## config.mk

```make
export PLATFORM = sky130hd
export DESIGN_NAME = display_scan_ctrl_flat
export DESIGN_NICKNAME = d
export VERILOG_FILES = /design/src/rtl/display_pkg.sv /design/src/rtl/display_scan_ctrl_if.sv /design/src/rtl/display_scan_tick.sv /design/src/rtl/display_scan_ctrl.sv /design/src/flat_wrapper.sv
export SDC_FILE = /design/constraint.sdc
export NUM_CORES = 1
export LEC_CHECK = 0
export ABC_AREA = 0
export BUFFER_PORTS_ARGS = -buffer_cell sky130_fd_sc_hd__buf_2
export CAP_MARGIN = 20
export CORE_ASPECT_RATIO = 1.5
export CORE_MARGIN = 3
export CORE_UTILIZATION = 60
export CTS_BUF_LIST = sky130_fd_sc_hd__clkbuf_4
export CTS_CLUSTER_SIZE = 14
export DETAILED_ROUTE_END_ITERATION = 8
export PLACE_DENSITY_LB_ADDON = 0.05
export SLEW_MARGIN = 10
export SYNTH_ARGS = -nofsm -noshare
export SYNTH_HDL_FRONTEND = slang
export SYNTH_SLANG_ARGS = --single-unit
```

## constraint.sdc

```tcl
create_clock -name clk -period 5.2 [get_ports clk]
set_input_delay 0.26 -clock clk [delete_from_list [all_inputs] [get_ports clk]]
set_output_delay 0.26 -clock clk [all_outputs]
set_load 0.02 [all_outputs]
```

## src/rtl/display_pkg.sv

```systemverilog
// display_pkg
//   Shared types and constants for the segment-display scan controller.
//   - scan_state_e : scan FSM states
//   - BCD_W        : width of one BCD digit
//   - DEF_*        : default parameter values for display_scan_ctrl
package display_pkg;

  localparam int BCD_W            = 4;
  localparam int DEF_DIGITS       = 4;
  localparam int DEF_SCAN_DIV     = 1000;
  localparam int DEF_BLANK_CYCLES = 2;

  typedef enum logic [1:0] {
    IDLE  = 2'd0,
    SHOW  = 2'd1,
    BLANK = 2'd2
  } scan_state_e;

endpackage

```

## src/rtl/display_scan_ctrl_if.sv

```systemverilog
// display_scan_ctrl_if
//   Load channel between the machine FSM (master) and the scan controller
//   (slave).
//   load_valid  : master offers load_bcd
//   load_ready  : slave can take a value
//   load_bcd    : packed BCD, nibble 0 = least significant digit
//   lz_blank_en : leading-zero blanking enable, level signal
interface display_scan_ctrl_if #(
  parameter int DIGITS = display_pkg::DEF_DIGITS
);
  logic                                load_valid;
  logic                                load_ready;
  logic [display_pkg::BCD_W*DIGITS-1:0] load_bcd;
  logic                                lz_blank_en;

  modport master (output load_valid, load_bcd, lz_blank_en, input load_ready);
  modport slave  (input load_valid, load_bcd, lz_blank_en, output load_ready);
endinterface

```

## src/rtl/display_scan_tick.sv

```systemverilog
// display_scan_tick
//   Slot timer. A down-counter reloaded for a lit slot (SHOW_LEN cycles) or
//   a dark slot (BLANK_LEN cycles); tc is high in the last cycle of the slot.
//   clk, rst_n : clock, async active-low reset
//   ld_show    : reload for a lit slot
//   ld_blank   : reload for a dark slot
//   tc         : terminal count
module display_scan_tick #(
  parameter int SHOW_LEN  = display_pkg::DEF_SCAN_DIV,
  parameter int BLANK_LEN = display_pkg::DEF_BLANK_CYCLES
) (
  input  logic clk,
  input  logic rst_n,
  input  logic ld_show,
  input  logic ld_blank,
  output logic tc
);
  localparam int MAXLEN = (SHOW_LEN > BLANK_LEN) ? SHOW_LEN : BLANK_LEN;
  localparam int CW     = $clog2(MAXLEN + 1);
  // Counting down to zero inclusive, so reload with length-1.
  localparam logic [CW-1:0] SHOW_RL  = CW'(SHOW_LEN - 1);
  localparam logic [CW-1:0] BLANK_RL = CW'((BLANK_LEN > 0) ? BLANK_LEN - 1 : 0);

  logic [CW-1:0] cnt;

  always_ff @(posedge clk or negedge rst_n) begin
    if (!rst_n)              cnt <= '0;
    else if (ld_show)        cnt <= SHOW_RL;
    else if (ld_blank)       cnt <= BLANK_RL;
    else if (cnt != '0)      cnt <= cnt - 1'b1;
  end

  assign tc = (cnt == '0);
endmodule

```

## src/rtl/display_scan_ctrl.sv

```systemverilog
// display_scan_ctrl
//   Time-multiplexes a double-buffered DIGITS-digit BCD value onto a single
//   shared segment decoder, with a dark guard interval after each digit.
//   clk, rst_n     : clock, async active-low reset
//   ld             : load channel (slave side)
//   digit_bcd      : nibble for the decoder
//   enable_segment : one-hot digit enable, all-zero = dark
//   frame_done     : one-cycle pulse as the last digit's slot completes
//   Outputs are registered from FSM state, so they trail the state by one
//   cycle; the first digit appears one cycle after the accepting edge.
module display_scan_ctrl
  import display_pkg::*;
#(
  parameter int DIGITS       = DEF_DIGITS,
  parameter int SCAN_DIV     = DEF_SCAN_DIV,
  parameter int BLANK_CYCLES = DEF_BLANK_CYCLES
) (
  input  logic                clk,
  input  logic                rst_n,
  display_scan_ctrl_if.slave  ld,
  output logic [BCD_W-1:0]    digit_bcd,
  output logic [DIGITS-1:0]   enable_segment,
  output logic                frame_done
);
  localparam int             IW        = (DIGITS > 1) ? $clog2(DIGITS) : 1;
  localparam bit             HAS_BLANK = (BLANK_CYCLES > 0);
  localparam logic [IW-1:0]  LAST      = IW'(DIGITS - 1);

  scan_state_e                   state;
  logic [IW-1:0]                 idx, idx_nxt;
  logic [DIGITS-1:0][BCD_W-1:0]  active, pending;
  logic                          pending_full;
  logic                          tc, accept, advance, wrap, ld_show, ld_blank;
  logic [DIGITS-1:0]             lit_ok;

  // pending_full is the only thing that can refuse a value; in IDLE it is
  // always clear, so ready is high there.
  assign ld.load_ready = ~pending_full;
  assign accept        = ld.load_valid & ~pending_full;

  assign advance  = tc & ((state == BLANK) | ((state == SHOW) & ~HAS_BLANK));
  assign wrap     = advance & (idx == LAST);
  assign idx_nxt  = (idx == LAST) ? '0 : idx + 1'b1;
  assign ld_show  = ((state == IDLE) & accept) | advance;
  assign ld_blank = (state == SHOW) & tc & HAS_BLANK;

  // Digit i may light under blanking only if it or some higher digit is
  // non-zero; digit 0 always lights.
  for (genvar i = 0; i < DIGITS; i++) begin : g_lz
    if (i == 0) begin : g_lsd
      assign lit_ok[i] = 1'b1;
    end else begin : g_hi
      assign lit_ok[i] = |active[DIGITS-1:i];
    end
  end

  display_scan_tick #(
    .SHOW_LEN  (SCAN_DIV),
    .BLANK_LEN (BLANK_CYCLES)
  ) u_tick (
    .clk      (clk),
    .rst_n    (rst_n),
    .ld_show  (ld_show),
    .ld_blank (ld_blank),
    .tc       (tc)
  );

  always_ff @(posedge clk or negedge rst_n) begin
    if (!rst_n) begin
      state          <= IDLE;
      idx            <= '0;
      active         <= '0;
      pending        <= '0;
      pending_full   <= 1'b0;
      digit_bcd      <= '0;
      enable_segment <= '0;
      frame_done     <= 1'b0;
    end else begin
      frame_done <= wrap;

      case (state)
        IDLE: if (accept) begin
          active <= ld.load_bcd;
          idx    <= '0;
          state  <= SHOW;
        end
        SHOW: if (tc) begin
          if (HAS_BLANK) state <= BLANK;
          else           idx   <= idx_nxt;
        end
        BLANK: if (tc) begin
          state <= SHOW;
          idx   <= idx_nxt;
        end
        default: state <= IDLE;
      endcase

      // accept needs !pending_full, so it never collides with the swap.
      if (state != IDLE && accept) begin
        pending      <= ld.load_bcd;
        pending_full <= 1'b1;
      end
      if (wrap && pending_full) begin
        active       <= pending;
        pending_full <= 1'b0;
      end

      // BLANK and IDLE keep the last nibble; only the enable goes dark.
      if (state == SHOW) begin
        digit_bcd      <= active[idx];
        enable_segment <= (lit_ok[idx] | ~ld.lz_blank_en) ? (DIGITS'(1) << idx) : '0;
      end else begin
        enable_segment <= '0;
      end
    end
  end
endmodule

```

## src/flat_wrapper.sv

```systemverilog
// flat-port wrapper written by rule: the top's interface ports become plain ports
module display_scan_ctrl_flat import display_pkg::*;
#(
  parameter int DIGITS       = DEF_DIGITS,
  parameter int SCAN_DIV     = DEF_SCAN_DIV,
  parameter int BLANK_CYCLES = DEF_BLANK_CYCLES
)
  (clk, rst_n, digit_bcd, enable_segment, frame_done, ld_load_valid, ld_load_bcd, ld_lz_blank_en, ld_load_ready);
  display_scan_ctrl_if #(.DIGITS(DIGITS)) ld_i ();
  input  logic clk;
  input  logic rst_n;
  output logic [BCD_W-1:0] digit_bcd;
  output logic [DIGITS-1:0] enable_segment;
  output logic frame_done;
  input wire logic [$bits(ld_i.load_valid)-1:0] ld_load_valid;
  input wire logic [$bits(ld_i.load_bcd)-1:0] ld_load_bcd;
  input wire logic [$bits(ld_i.lz_blank_en)-1:0] ld_lz_blank_en;
  output wire logic [$bits(ld_i.load_ready)-1:0] ld_load_ready;
  assign ld_i.load_valid = ld_load_valid;
  assign ld_i.load_bcd = ld_load_bcd;
  assign ld_i.lz_blank_en = ld_lz_blank_en;
  assign ld_load_ready = ld_i.load_ready;
  display_scan_ctrl #(.DIGITS(DIGITS), .SCAN_DIV(SCAN_DIV), .BLANK_CYCLES(BLANK_CYCLES)) u_core (.clk(clk), .rst_n(rst_n), .ld(ld_i), .digit_bcd(digit_bcd), .enable_segment(enable_segment), .frame_done(frame_done));
endmodule
```

# Yosys cells after proc, flatten, opt, wreduce, memory -nomap -nowiden
# Index checks and enable logic that the tools add are counted.
[op_classes]
n_reduce_logical = 17
n_lt_le_gt_ge = 1
shifts = 1
bitwise_logic = 9
eq_ne = 6
n_mux = 22
n_addsub = 2
[ops]
columns = ["op", "count"]
rows = [
  ["$mux 16", 3],
  ["$mux 10", 3],
  ["$mux 2", 6],
  ["$mux 4", 3],
  ["$reduce_or 12->1", 1],
  ["$logic_not 10->1", 1],
  ["$reduce_bool 10->1", 1],
  ["$reduce_bool 2->1", 5],
  ["$sub 10x1->10 const B", 1],
  ["$bmux 4 s2", 1],
  ["$reduce_or 8->1", 1],
  ["$ne 2x1->1 const B", 3],
  ["$pmux 2 s3", 1],
  ["$reduce_and 3->1", 2],
  ["$and 1x1->1", 5],
  ["$eq 2x2->1 const B", 2],
  ["$pmux 2 s2", 1],
  ["$reduce_or 4->1", 1],
  ["$shl 1x2->4 const A", 1],
  ["$lt 2x3->1 const B", 1],
  ["$mux 1", 3],
  ["$reduce_bool 3->1", 1],
  ["$add 2x1->2 const B", 1],
  ["$bmux 1 s2", 1],
  ["other kinds (6)", 9],
]
[word_totals]
reg_bits = 56
elab_cells = 73
output_inout_bits = 10

# Longest topological paths before layout
[logic_depth]
depth_word = 6
ltp_mapped = 7

# Hierarchy
# Synthesis repeated with hierarchy kept, for this count alone.
[hier_totals]
cells_unflattened = 212
hier_area_um2 = 2805.2
[by_module_without_submodules]
columns = ["module", "cells_each", "area_per_inst_um2", "seq_area_each_um2", "instances"]
rows = [
  ["display_scan_ctrl", 147, 2149.6, 1151.1, 1],
  ["display_scan_tick", 65, 655.6, 250.2, 1],
]

# Worst setup path after synthesis
# OpenSTA, ideal clock, no wires.
[synth_timing]
path_kind = "flip-flop to flip-flop"
from = "register u_core.u_tick.cnt[0]"
to = "register u_core.u_tick.cnt[4]"
path_slack_ns = 3.585
synth_period_minus_slack_ns = 1.615
arrival_time_ns = 1.537
path_buffers = 1
setup_ns = 0.078
stages_incl_launch_ff = 8
required_ns = 5.122
cell_sequence = "dfrtp_1 inv_1 ha_1 nor3b_2 and3_4 buf_6 or3_1 a21boi_1"
[synth_via]
elab_chain_len = 4
elab_cells_between_ends = 10
cone_classes = "add/sub: 1; mux: 3; bitwise: 3; reduce/logical: 3"
[synth_lines]
columns = ["item", "line", "text"]
rows = [
  ["start: declaration", "display_scan_tick.sv:24", "logic [CW-1:0] cnt;"],
  ["start signal: assignment", "display_scan_tick.sv:30", "else if (cnt != '0) cnt <= cnt - 1'b1;"],
  ["$sub 10x1->10 or $logic_not 10->1 (tied branches)", "display_scan_tick.sv:30, display_scan_tick.sv:33", ""],
  ["$mux 10 (tied with other cells)", "display_scan_tick.sv:30", ""],
  ["$mux 10 or $or 1x1->1 (tied branches)", "display_scan_tick.sv:29, display_scan_ctrl.sv:44", ""],
  ["$mux 10 or $reduce_bool 3->1 (tied branches)", "n/a", ""],
]
# Several ways; a longest one is shown, not always the timed one. The select of a mux whose other input is x is not followed.
# A chain may end at the register's enable or synchronous reset.

# Final worst setup path
[layout_timing]
from = "register u_core.pending_full"
to = "register u_core.u_tick.cnt[3]"
[layout_via]
elab_chain_len = 5
elab_cells_between_ends = 6
cone_classes = "mux: 1; bitwise: 4; reduce/logical: 1"
[layout_lines]
columns = ["item", "line", "text"]
rows = [
  ["start: declaration", "display_scan_ctrl.sv:32", "logic pending_full;"],
  ["start signal: assignment", "display_scan_ctrl.sv:74", "pending_full <= 1'b0;"],
  ["start signal: assignment", "display_scan_ctrl.sv:101", "pending_full <= 1'b1;"],
  ["start signal: assignment", "display_scan_ctrl.sv:105", "pending_full <= 1'b0;"],
  ["$not 1->1 (*)", "display_scan_ctrl.sv:39", "assign accept = ld.load_valid & ~pending_full;"],
  ["$and 1x1->1 (*)", "display_scan_ctrl.sv:39", ""],
  ["$and 1x1->1 (*)", "display_scan_ctrl.sv:44", "assign ld_show = ((state == IDLE) & accept) | advance;"],
  ["$or 1x1->1 (*)", "display_scan_ctrl.sv:44", ""],
  ["$reduce_bool 3->1 (no line) or $mux 10 (tied branches)", "n/a", ""],
]
# Mark *: on every way between the ends. The rest lies on a longest branch, timed or not.

==> impl_summary.txt <==
----------------------------------------------------
[Power and ir drop]
  Switching component of the power ... 198.9 uW
  Total power consumption of the routed design ... 790.4 uW
  Power per Cell Area ... 276.0 mW/mm^2
  Maximum vdd ir drop ... 0.0002188 V
  Sequential power share ... 0.666
  Clock share of power ... 0.224
  Switching Fraction ... 0.2516
  Standby leakage power ... 0.001197 uW
  Power Internal ... 591.5 uW
  Combinational power share ... 0.110

[Clocking]
  # hold bufs at CTS ... 0
  Post_cts resized ... 0
  Number of buffers inserted during clock tree synthesis ... 5
  CTS tree ... yes
  Post-CTS setup repair buffer count ... 0
  Number of clock sinks seen by CTS ... 56
  Cell chosen for the clock root ... sky130_fd_sc_hd__clkbuf_4
  Latest clock arrival within the worst-skew pair ... 0.37 ns
  Deepest clock path buffer count ... 2
  H-tree depth reported by CTS ... 2
  Register clock-pin slew on the reported worst setup and hold paths ... 0.15 ns

[Synth]
  Synthesized netlist net count ... 259
  Sequential element share of the synthesized area ... 0.5241
  Count of synthesis-stage warnings from yosys ... 0
  Post-synthesis register bit count ... 56
  Syn Inst Count ... 233
  Unique masters post-synth ... 42
  Mapped Avg Cell Area ... 11.48 sq um
  Post-synth design cell area ... 0.002674 sq mm
  Cell types with the highest counts after synthesis ... sky130_fd_sc_hd__dfrtp_1, sky130_fd_sc_hd__nand2_1, sky130_fd_sc_hd__nor2_1, sky130_fd_sc_hd__mux2i_1, sky130_fd_sc_hd__a21oi_1
  Cell types with the largest area share after synthesis ... sky130_fd_sc_hd__dfrtp_1, sky130_fd_sc_hd__mux2i_1, sky130_fd_sc_hd__mux2_2
  Share of synthesized flip-flops with an asynchronous set or reset ... 1.000
  Number of flops mapped to enable cells by yosys ... 0
  Dominant synthesized flop cell ... sky130_fd_sc_hd__dfrtp_1
  Cell accounting for the most synthesized area ... sky130_fd_sc_hd__dfrtp_1
  Top-area cell type share of the netlist area ... 0.5241
  Leading cell type by number of instances after synthesis ... sky130_fd_sc_hd__dfrtp_1

[Detailed routing]
  Total vias in the final route ... 1747
  Number of remaining DRC errors ... 0
  Routed wire length ... 4979 um
  Total iterations of the first detailed-routing run ... 4
  Initial drt markers ... 72
  Post-DR vias/cell ... 5.654
  Routed wire per std cell ... 16.11 um
  Number of nets with antenna violations after detailed routing ... 0

[Worst setup path]
  Type of element capturing the critical path ... flop
  Required time of the critical path ... 5.47 ns
  RR Startpoint ... u_core.pending_full
  Worst Setup Start Kind ... flop
  Crit Path Class ... flop to flop
  Minimum setup slack among reg-to-reg paths ... 3.21 ns
  Max FO, Critical Path ... 17
  Capture point of the worst reg-to-reg path ... u_core.u_tick.cnt[3]
  Source of the critical timing path ... u_core.pending_full
  Crit path arrival time ... 2.26 ns
  Number of cell instances on the worst register-to-register path ... 4

[Run status]
  Run status ... finished, final reports clean

[STA]
  Transition time of the tightest slew-check pin ... 1.028 ns
  Unrepaired setup endpoints after global routing ... false
  Final Hold Viols ... 0
  Worst slew margin ... 0.3125
  Max Clock Skew ... 0.01777 ns
  Max-slew violation count ... 0
  Final critical-path setup slack ... 3.214 ns
  Share of the clock period used by the worst path after layout ... 0.3820
  Tmin final ... 1.986 ns
  Maximum clock rate ... 0.5035 GHz
  Post-route setup TNS ... 0 ns
  Final setup fails ... 0

[Die]
  Width of the die ... 60.51 um
  Number of placed I/O pins ... 30
  Vertical die dimension ... 87.76 um
  Std-Cell Rows ... 29
  Area of the core ... 0.004282 sq mm
  Initial Util ... 0.6245
  Die area ... 0.005310 sq mm

[Global route]
  Antenna violations before repair ... 0
  Pin count of the biggest net entering global routing ... 57
  Remaining global-route overflow ... 0
  Number of global-route vias before repair ... 1805
  Global-route wire length before repair ... 8369 um
  GRT Util Overall ... 0.2102

[Hold path]
  Cell depth of the worst min-delay path ... 2
  WHS Endpoint ... u_core.pending[3]
  Worst hold path class ... input port to flop
  Startpoint of the worst hold path ... ld_load_bcd[3]

[Job]
  Count of maximum capacitance violations ... 0

[Finish]
  Count of fill cells added during filler insertion ... 371
  Ratio of cells with drive above 1 in the final layout ... 0.2548
  Signed area change from the synthesized netlist to the final layout ... 7.113%
  Number of nets in the finished design ... 289
  Ant diodes ... 0
  Design Area, Final ... 0.002864 sq mm

[Placed design]
  HPWL after detailed placement ... 3617 um
  Port Buf Inserts ... 29
  Routability-driven placement congestion ratio ... 0.7990
  Placed cell areas ... 0.002804 sq mm
  DP Worst Slack ... 3.210 ns

----------------------------------------------------
## worst max path at each step
stage / end / slack [ns]
after floorplan: u_core.u_tick.cnt[4] / 3.59
after global placement: u_core.u_tick.cnt[3] / 3.23
after detailed placement: u_core.u_tick.cnt[3] / 3.21
after CTS: u_core.u_tick.cnt[3] / 3.19
after global routing: u_core.u_tick.cnt[3] / 3.07
final: u_core.u_tick.cnt[3] / 3.21
## routing by layer
| layer | global-route usage | up-vias | share of wire |
|---|---|---|---|
| li1 | - | 862 | - |
| met1 | 0.2539 | 843 | 0.42 |
| met2 | 0.3652 | 36 | 0.53 |
| met3 | 0.03835 | 6 | 0.031 |
| met4 | 0.08087 | 0 | 0.017 |
| met5 | 0 | - | 0 |
## layout make-up
| type | count | area, sq um | share of cell area |
|---|---|---|---|
| flip-flops and latches | 56 | 1401 | 0.4893 |
| multi-input cells | 163 | 1166 | 0.4072 |
| repair buffers | 32 | 170.2 | 0.05941 |
| well taps | 46 | 57.56 | 0.02010 |
| clock buffers | 5 | 37.54 | 0.01311 |
| inverters | 5 | 18.77 | 0.006553 |
| clock inverters | 2 | 12.51 | 0.004369 |
## registers in the layout, indices dropped and copies added, names as in the netlist
name	count
u_core.u_tick.cnt	10
u_core.idx	2
u_core.pending_full	1
u_core.active	16
u_core.enable_segment	4
u_core.frame_done	1
u_core.digit_bcd	4
u_core.state	2
u_core.pending	16
## layout by cell type, fill, tap and decap left out, drive strengths merged, types with 2 or more instances in the layout
master / count
mux4: 4
ha: 6
nand2b: 3
a21boi: 2
o21ai: 7
or3: 2
nor3: 5
o211ai: 2
and3: 2
mux2: 16
nor2: 28
nand3: 7
dfrtp: 56
nor4: 4
inv: 5
buf: 31
nand2: 27
nor2b: 3
clkbuf: 5
a21oi: 18
mux2i: 19
## worst max-delay path, cell delays in order (launching register included)
cell                       delay [ns]
sky130_fd_sc_hd__dfrtp_1         0.44
sky130_fd_sc_hd__nand2b_4        0.17
sky130_fd_sc_hd__nor3_4          0.78
sky130_fd_sc_hd__a21oi_2         0.28
sky130_fd_sc_hd__a21boi_0        0.22
## kinds of logic after synthesis
family | after synthesis | synth area share
compound gates | 31 | 0.06505
xor+xnor | 2 | 0.006552
fa+ha+maj | 6 | 0.02808
buf+inv | 14 | 0.03977
flops | 56 | 0.5241
mux | 39 | 0.1722
simple gates | 85 | 0.1643
## power groups by stage
stage	Clock [uW]	Sequential (uW)	Combinational [uW]
final	177	526	86.8
after global routing	204	534	99.1
after CTS	185	527	88.4
after detailed placement	0	536	87.9
after global placement	0	532	84.9
after floorplan	0	526	62.0
## per-stage QoR
stage | util | hold slack, ns | std cells
global route | 0.6689 | 0.1025 | 309
detailed placement | 0.6549 | 0.4342 | 301
CTS | 0.6666 | 0.005628 | 308
floorplan | - | -0.03559 | 233
finish | 0.6689 | 0.1278 | 309
global placement | 0.6549 | 0.4345 | 301
(Power assumes the default switching activity.)
